File: src/rtl/sync_general_driver.sv
// Initiator for the Start/Din -> Ready/Dout/Error handshake: sweeps operands Lo..Hi (wrapping),
// captures each result, counts errors and aborts through a watchdog if the responder stalls.
module sync_general_driver #(
    parameter int unsigned DATA_BITS      = 6,
    parameter int unsigned TIMEOUT_CYCLES = 63,
    parameter int unsigned TW             = 6
) (
    input  logic                 Clk,
    input  logic                 Rst_n,
    input  logic                 Go,
    input  logic [DATA_BITS-1:0] Lo,
    input  logic [DATA_BITS-1:0] Hi,
    output logic                 Start,
    output logic [DATA_BITS-1:0] Din,
    input  logic                 Ready,
    input  logic                 Error,
    input  logic [DATA_BITS-1:0] Dout,
    output logic                 Res_valid,
    output logic [DATA_BITS-1:0] Res_op,
    output logic [DATA_BITS-1:0] Res_data,
    output logic                 Res_err,
    output logic [DATA_BITS-1:0] Err_count,
    output logic                 Busy,
    output logic                 Done,
    output logic                 Timeout
);

    localparam logic [1:0] IDLE  = 2'd0;
    localparam logic [1:0] ISSUE = 2'd1;
    localparam logic [1:0] GAP   = 2'd2;
    localparam logic [1:0] FIN   = 2'd3;

    localparam logic [TW-1:0]        WD_LAST  = TW'(TIMEOUT_CYCLES - 1);
    localparam logic [TW-1:0]        WD_ONE   = TW'(1);
    localparam logic [DATA_BITS-1:0] D_ONE    = DATA_BITS'(1);
    localparam logic [DATA_BITS-1:0] ALL_ONES = '1;

    logic [1:0]           state_q, state_d;
    logic [DATA_BITS-1:0] hi_q, hi_d;
    logic [TW-1:0]        wd_q, wd_d;
    logic [DATA_BITS-1:0] din_d, res_op_d, res_data_d, err_count_d;
    logic                 res_valid_d, res_err_d, timeout_d;

    always_comb begin
        state_d     = state_q;
        hi_d        = hi_q;
        wd_d        = wd_q;
        din_d       = Din;
        res_valid_d = 1'b0;
        res_op_d    = Res_op;
        res_data_d  = Res_data;
        res_err_d   = Res_err;
        err_count_d = Err_count;
        timeout_d   = Timeout;
        case (state_q)
            IDLE: begin
                if (Go) begin
                    hi_d        = Hi;
                    din_d       = Lo;
                    err_count_d = '0;
                    timeout_d   = 1'b0;
                    wd_d        = '0;
                    state_d     = ISSUE;
                end
            end
            ISSUE: begin
                if (Ready) begin
                    res_valid_d = 1'b1;
                    res_op_d    = Din;
                    res_data_d  = Dout;
                    res_err_d   = Error;
                    if (Error && (Err_count != ALL_ONES)) err_count_d = Err_count + D_ONE;
                    wd_d        = '0;
                    state_d     = GAP;
                end else if (wd_q == WD_LAST) begin
                    timeout_d = 1'b1;
                    state_d   = FIN;
                end else begin
                    wd_d = wd_q + WD_ONE;
                end
            end
            GAP: begin
                // Wait for the responder to return Ready to zero before the next operand.
                if (!Ready) begin
                    wd_d = '0;
                    if (Din == hi_q) begin
                        state_d = FIN;
                    end else begin
                        din_d   = Din + D_ONE;
                        state_d = ISSUE;
                    end
                end else if (wd_q == WD_LAST) begin
                    timeout_d = 1'b1;
                    state_d   = FIN;
                end else begin
                    wd_d = wd_q + WD_ONE;
                end
            end
            FIN:     state_d = IDLE;
            default: state_d = IDLE;
        endcase
    end

    // Status outputs are registered from the next state so they line up with state_q.
    always_ff @(posedge Clk or negedge Rst_n) begin
        if (!Rst_n) begin
            state_q   <= IDLE;
            hi_q      <= '0;
            wd_q      <= '0;
            Din       <= '0;
            Start     <= 1'b0;
            Busy      <= 1'b0;
            Done      <= 1'b0;
            Res_valid <= 1'b0;
            Res_op    <= '0;
            Res_data  <= '0;
            Res_err   <= 1'b0;
            Err_count <= '0;
            Timeout   <= 1'b0;
        end else begin
            state_q   <= state_d;
            hi_q      <= hi_d;
            wd_q      <= wd_d;
            Din       <= din_d;
            Start     <= (state_d == ISSUE);
            Busy      <= (state_d == ISSUE) || (state_d == GAP);
            Done      <= (state_d == FIN);
            Res_valid <= res_valid_d;
            Res_op    <= res_op_d;
            Res_data  <= res_data_d;
            Res_err   <= res_err_d;
            Err_count <= err_count_d;
            Timeout   <= timeout_d;
        end
    end

endmodule

File: config.mk
export PLATFORM = sky130hd
export DESIGN_NAME = sync_general_driver
export DESIGN_NICKNAME = d
export VERILOG_FILES = /design/src/rtl/sync_general_driver.sv
export SDC_FILE = /design/constraint.sdc
export NUM_CORES = 1
export LEC_CHECK = 0
export ABC_AREA = 1
export CAP_MARGIN = 25
export CORE_UTILIZATION = 31
export DETAILED_ROUTE_END_ITERATION = 12
export PLACE_DENSITY_LB_ADDON = 0.12
export SLEW_MARGIN = 20
export SYNTH_ARGS = -nofsm -noshare
export SYNTH_HDL_FRONTEND = slang
export SYNTH_SLANG_ARGS = --single-unit
File: constraint.sdc
create_clock -name Clk -period 1.6 [get_ports Clk]
set_input_delay 0.24 -clock Clk [delete_from_list [all_inputs] [get_ports Clk]]
set_output_delay 0.24 -clock Clk [all_outputs]
set_load 0.1 [all_outputs]
### Yosys cells after proc, flatten, opt, wreduce, memory -nomap -nowiden

Cells that the tools add are included.

| word-level totals | value |
|---|---|
| flip-flop bits (word level) | 44 |
| input bits | 23 |
| output and inout bits | 30 |
| logic and storage cells | 69 |

| cells by class | value |
|---|---|
| add/subtract/negate cells | 3 |
| reduce and logical (&&, ||, !) cells | 12 |
| equal/unequal tests | 16 |
| muxes and demuxes | 25 |

Operators by type and width:

| operator | number |
|---|---|
| $mux W6 | 9 |
| $pmux W6 S2 | 2 |
| $add A6 B1 Y6 const B | 3 |
| $pmux W6 S3 | 1 |
| $ne A2 B2 Y1 const B | 7 |
| $reduce_and A4 Y1 | 3 |
| $mux W2 | 5 |
| $eq A2 B2 Y1 const B | 4 |
| $pmux W2 S4 | 1 |
| $eq A6 B6 Y1 | 1 |
| $eq A6 B6 Y1 const B | 1 |
| $mux W1 | 6 |
| $ne A6 B6 Y1 const B | 1 |
| $reduce_and A2 Y1 | 3 |
| $eq A2 B1 Y1 const B | 2 |
| $reduce_bool A2 Y1 | 2 |
| $pmux W1 S3 | 1 |
| $reduce_bool A3 Y1 | 1 |
| $logic_not A2 Y1 | 1 |
| $logic_and A1 B1 Y1 | 1 |
| $logic_or A1 B1 Y1 | 1 |

### Longest topological paths before layout

| depth | value |
|---|---|
| depth after elaboration | 6 |
| gate-level depth with buffers | 11 |

### Least setup slack after synthesis

No wires, ideal clock.

| timing path | value |
|---|---|
| path type | reg-to-reg |
| start | reg Err_count[0] |
| end | reg Err_count[4] |
| slack | -0.525 ns |
| stages on the path, launching flop included | 9 |
| arrival time | 2.049 ns |
| period minus slack after synthesis | 2.125 ns |
| library setup time | 0.076 ns |
| cell sequence | dfrtp_1 -> ha_1 -> nand2_1 -> nor2_1 -> a31oi_1 -> o21ai_2 -> buf_4 -> nand2_1 -> o21ai_1 |

| on the way | value |
|---|---|
| cells in the longest elaborated chain, start to end | 4 |

Ends and longest elaborated chain:

| element | line | source |
|---|---|---|
| start: declaration | 22 | `output logic [DATA_BITS-1:0] Err_count,` |
| start signal: assignment | 132 | `Err_count <= err_count_d;` |
| $add A6 B1 Y6 / $ne A6 B6 Y1 (equally long branches) | 72 | `if (Error && (Err_count != ALL_ONES)) err_count_d = Err_count + D_ONE;` |
| $mux W6 / $logic_and A1 B1 Y1 (equally long branches) | 72 |  |
| $mux W6 / $ne A2 B2 Y1 (equally long branches) | n/a |  |
| $pmux W6 S2 / $reduce_and A4 Y1 (equally long branches) | n/a |  |

Parallel ways exist; a longest one is shown, timed or not. The select of a mux whose other input is x is not followed.
A chain may end at the register's enable or synchronous reset.

### Worst setup path after layout

| timing path | value |
|---|---|
| start | reg state_q[0] |
| end | reg Busy |

| on the way | value |
|---|---|
| cells in the longest elaborated chain, start to end | 5 |

Ends and longest elaborated chain:

| element | line | source |
|---|---|---|
| start: declaration | 38 | `logic [1:0] state_q, state_d;` |
| start signal: assignment | 121 | `state_q <= state_d;` |
| $mux W2 | 75, 92 |  |
| $mux W2 (on tied branches) | 84, 67 |  |
| $pmux W2 S4 * | 55 | `case (state_q)` |
| $eq A2 B1 Y1 / $eq A2 B2 Y1 (equally long branches) | 126 | `Busy <= (state_d == ISSUE) \|\| (state_d == GAP);` |
| $logic_or A1 B1 Y1 * | 126 |  |
| end signal: assignment | 126 |  |
| end: declaration | 23 | `output logic Busy,` |

Every way passes the cells marked *; elsewhere a longest branch is shown, timed or not.

==> metrics <==
status=finished clean; Reg2Reg Depth=9; area of the multi-input gates=1130 sq um; vias in the first global route=2036; Setup Crit Path Kind=reg -> reg; WP data required=1800 ps; Post-synth ARST share=1.00; cell taking the most area after synthesis=dfrtp_1; full die area=7660 sq um; synth top area cells=dfrtp_1, nand2_1, inv_1; placed instance count=450; average size of a mapped cell=8.02 sq um; initial antenna violation count=0; Fill cells=611; Reg area=1140 sq um; post-synthesis cell type count=27; layout cells sized above 1=0.322; Pre-antenna DRT Iters=4; clock sink total=44; Place WS=-52.8 ps; H-tree lvl count=2; TritonCTS clock tree=yes; Ports=53; post-synthesis sequential area ratio=0.485; Synth Register Bits=44; Clock Latency Late Sink=300 ps; Num CTS Buffers=5; CP Max Fanout=3; vias=2088; Slew headroom=0.721; Netlist Area Pre-Place=2270 sq um; Buffers on Ports=52; synthesis-to-layout area growth=64.0%; Tcrit/Tclk final=0.974; Post-synth EDFFs=0; number of remaining DRC errors=0; Post-Route WL=5630 um; Die Ht=87.5 um; Bufs on Longest Clock Path=2; global route overflow=0; Cells after Synth=283; Yosys top cell area share=0.485; Syn Nets=315; max-cap violations=0; Root Driver=clkbuf_8; Non-Filler Instances=465; final worst path period need=1560 ps; count of final setup violators=0; wire per inst=12.1 um; initial core utilization=0.327; highest clock rate=642 MHz; DRT antenna net count=0; Antenna Cells=0; top_reg_cell synth=dfrtp_1; Hold WC Path Type=in -> async; crit path DAT=1750 ps; yosys warns=0; Core Region=6940 sq um; FP Rows=30; Total GRT Usage=0.157; slack of the critical path=41.5 ps; most frequent cell after synthesis=nand2_1; count of final hold-check violations=0; clk_skew=10.2 ps; global-route wire length before repair=9270 um; CP Launch Type=flip-flop; CP endpoint kind=flip-flop; worst slew pin tran=417 ps; Post-synth top cells=nand2_1, dfrtp_1, inv_1; Final Core Density=0.536; largest net degree at the start of global routing=19; Slew Viols, Final=0; Nets=400; Die W=87.5 um; RSZ-0062 raised after global routing=yes; routability cong.=0.935; vias per cell=4.49; Clock transition at path regs=80 ps; drt initial violations=58; placed wire-length estimate=4230 um
==> timing repair <==
| item | CTS | global route |
|---|---|---|
| cloned | 0 | 0 |
| pin swaps | 0 | 7 |
| hold endpoints to repair | 15 | 0 |
| gates resized for setup | 7 | 20 |
| hold buffers | 1 | 0 |
| setup buffers | 0 | 6 |
| endpoints found under the setup margin | 10 | 22 |
==> worst max-delay path, stage by stage, from the launching register on <==
cell and delay [ps]:
dfrtp_2 440, inv_4 90, ha_4 160, inv_4 50, nor2_4 130, nand4_1 110, nand3_1 120, nand2_2 80
ha_4 270, inv_2 30
==> flip-flops by register name, indices dropped and copies added, names as in the netlist <==
| name | flops |
|---|---|
| Res_err | 1 |
| Busy | 1 |
| Res_valid | 1 |
| Res_data | 6 |
| Res_op | 6 |
| Err_count | 6 |
| state_q | 2 |
| Done | 1 |
| wd_q | 6 |
| hi_q | 6 |
| Start | 1 |
| Timeout | 1 |
| Din | 6 |
==> worst paths after layout <==
kind / startpoint / endpoint / slack (ps)
worst max-delay path: state_q[0] / Busy / 40
worst min-delay path: Rst_n / Err_count[1] / 390
worst max register to register: state_q[0] / Busy / 40
worst min register to register: hi_q[5] / hi_q[5] / 530
max in group asynchronous: Rst_n / Err_count[0] / 690
min in group Clk: Dout[2] / Res_data[2] / 470
==> per-stage QoR <==
step	area, sq um	TNS (ps)	hold WS (ps)
after floorplan	2330	-23.9	-55.6
final	3720	0	392
after global routing	3720	-80.6	425
after CTS	3600	-2.65	410
after global placement	3430	-62.0	190
after detailed placement	3430	-246	193
==> placed cells by master (no fill, tap or decap), types with 2 or more instances in the layout <==
| cell type | Yosys | layout |
|---|---|---|
| nand2_1 | 89 | 86 |
| nand3_1 | 17 | 17 |
| buf_12 | 0 | 31 |
| a21oi_1 | 14 | 12 |
| dfrtp_2 | 0 | 6 |
| inv_2 | 3 | 4 |
| clkdlybuf4s50_1 | 0 | 21 |
| inv_1 | 32 | 27 |
| dfrtp_4 | 0 | 8 |
| inv_4 | 0 | 4 |
| nand3b_1 | 2 | 2 |
| or2_2 | 5 | 5 |
| nor2_1 | 17 | 15 |
| xor2_1 | 4 | 4 |
| buf_4 | 1 | 29 |
| o22ai_1 | 3 | 3 |
| ha_1 | 9 | 4 |
| mux2i_1 | 2 | 2 |
| ha_4 | 0 | 5 |
| nand2_2 | 0 | 3 |
| o21ai_0 | 17 | 16 |
| dfrtp_1 | 44 | 30 |
| o21ai_1 | 6 | 7 |
| a21oi_2 | 2 | 3 |
| nor2_4 | 0 | 3 |
| nor2_2 | 3 | 2 |
| clkbuf_8 | 0 | 7 |
==> per-layer routing <==
layer | vias to the layer above | share of wire | GRT usage
li1 | 1071 | - | -
met1 | 945 | 0.46 | 0.202
met2 | 64 | 0.48 | 0.262
met3 | 8 | 0.052 | 0.0368
met4 | 0 | 0.012 | 0.0522
met5 | - | 0 | 0
==> kinds of logic after synthesis <==
logic type,count (synthesis),share of synthesized area
muxes,2,0.00883
DFF,44,0.485
adders and majority gates,9,0.0496
buffers and inverters,40,0.0684
AOI/OAI and AO/OA,46,0.111
and+or+nand+nor,138,0.261
xor gates and xnor gates,4,0.0154
==> final cells by class <==
type | instances | area share
clock inverter | 1 | 0.00807
clock buffer | 7 | 0.0259
sequential | 44 | 0.306
multi-input combinational | 199 | 0.304
inverter | 35 | 0.0380
timing repair buffer | 83 | 0.286
tap | 96 | 0.0323
Power is left out: the tool's default activity adds up to more than one toggle a clock period on the data nets, which glitch-free logic cannot reach.
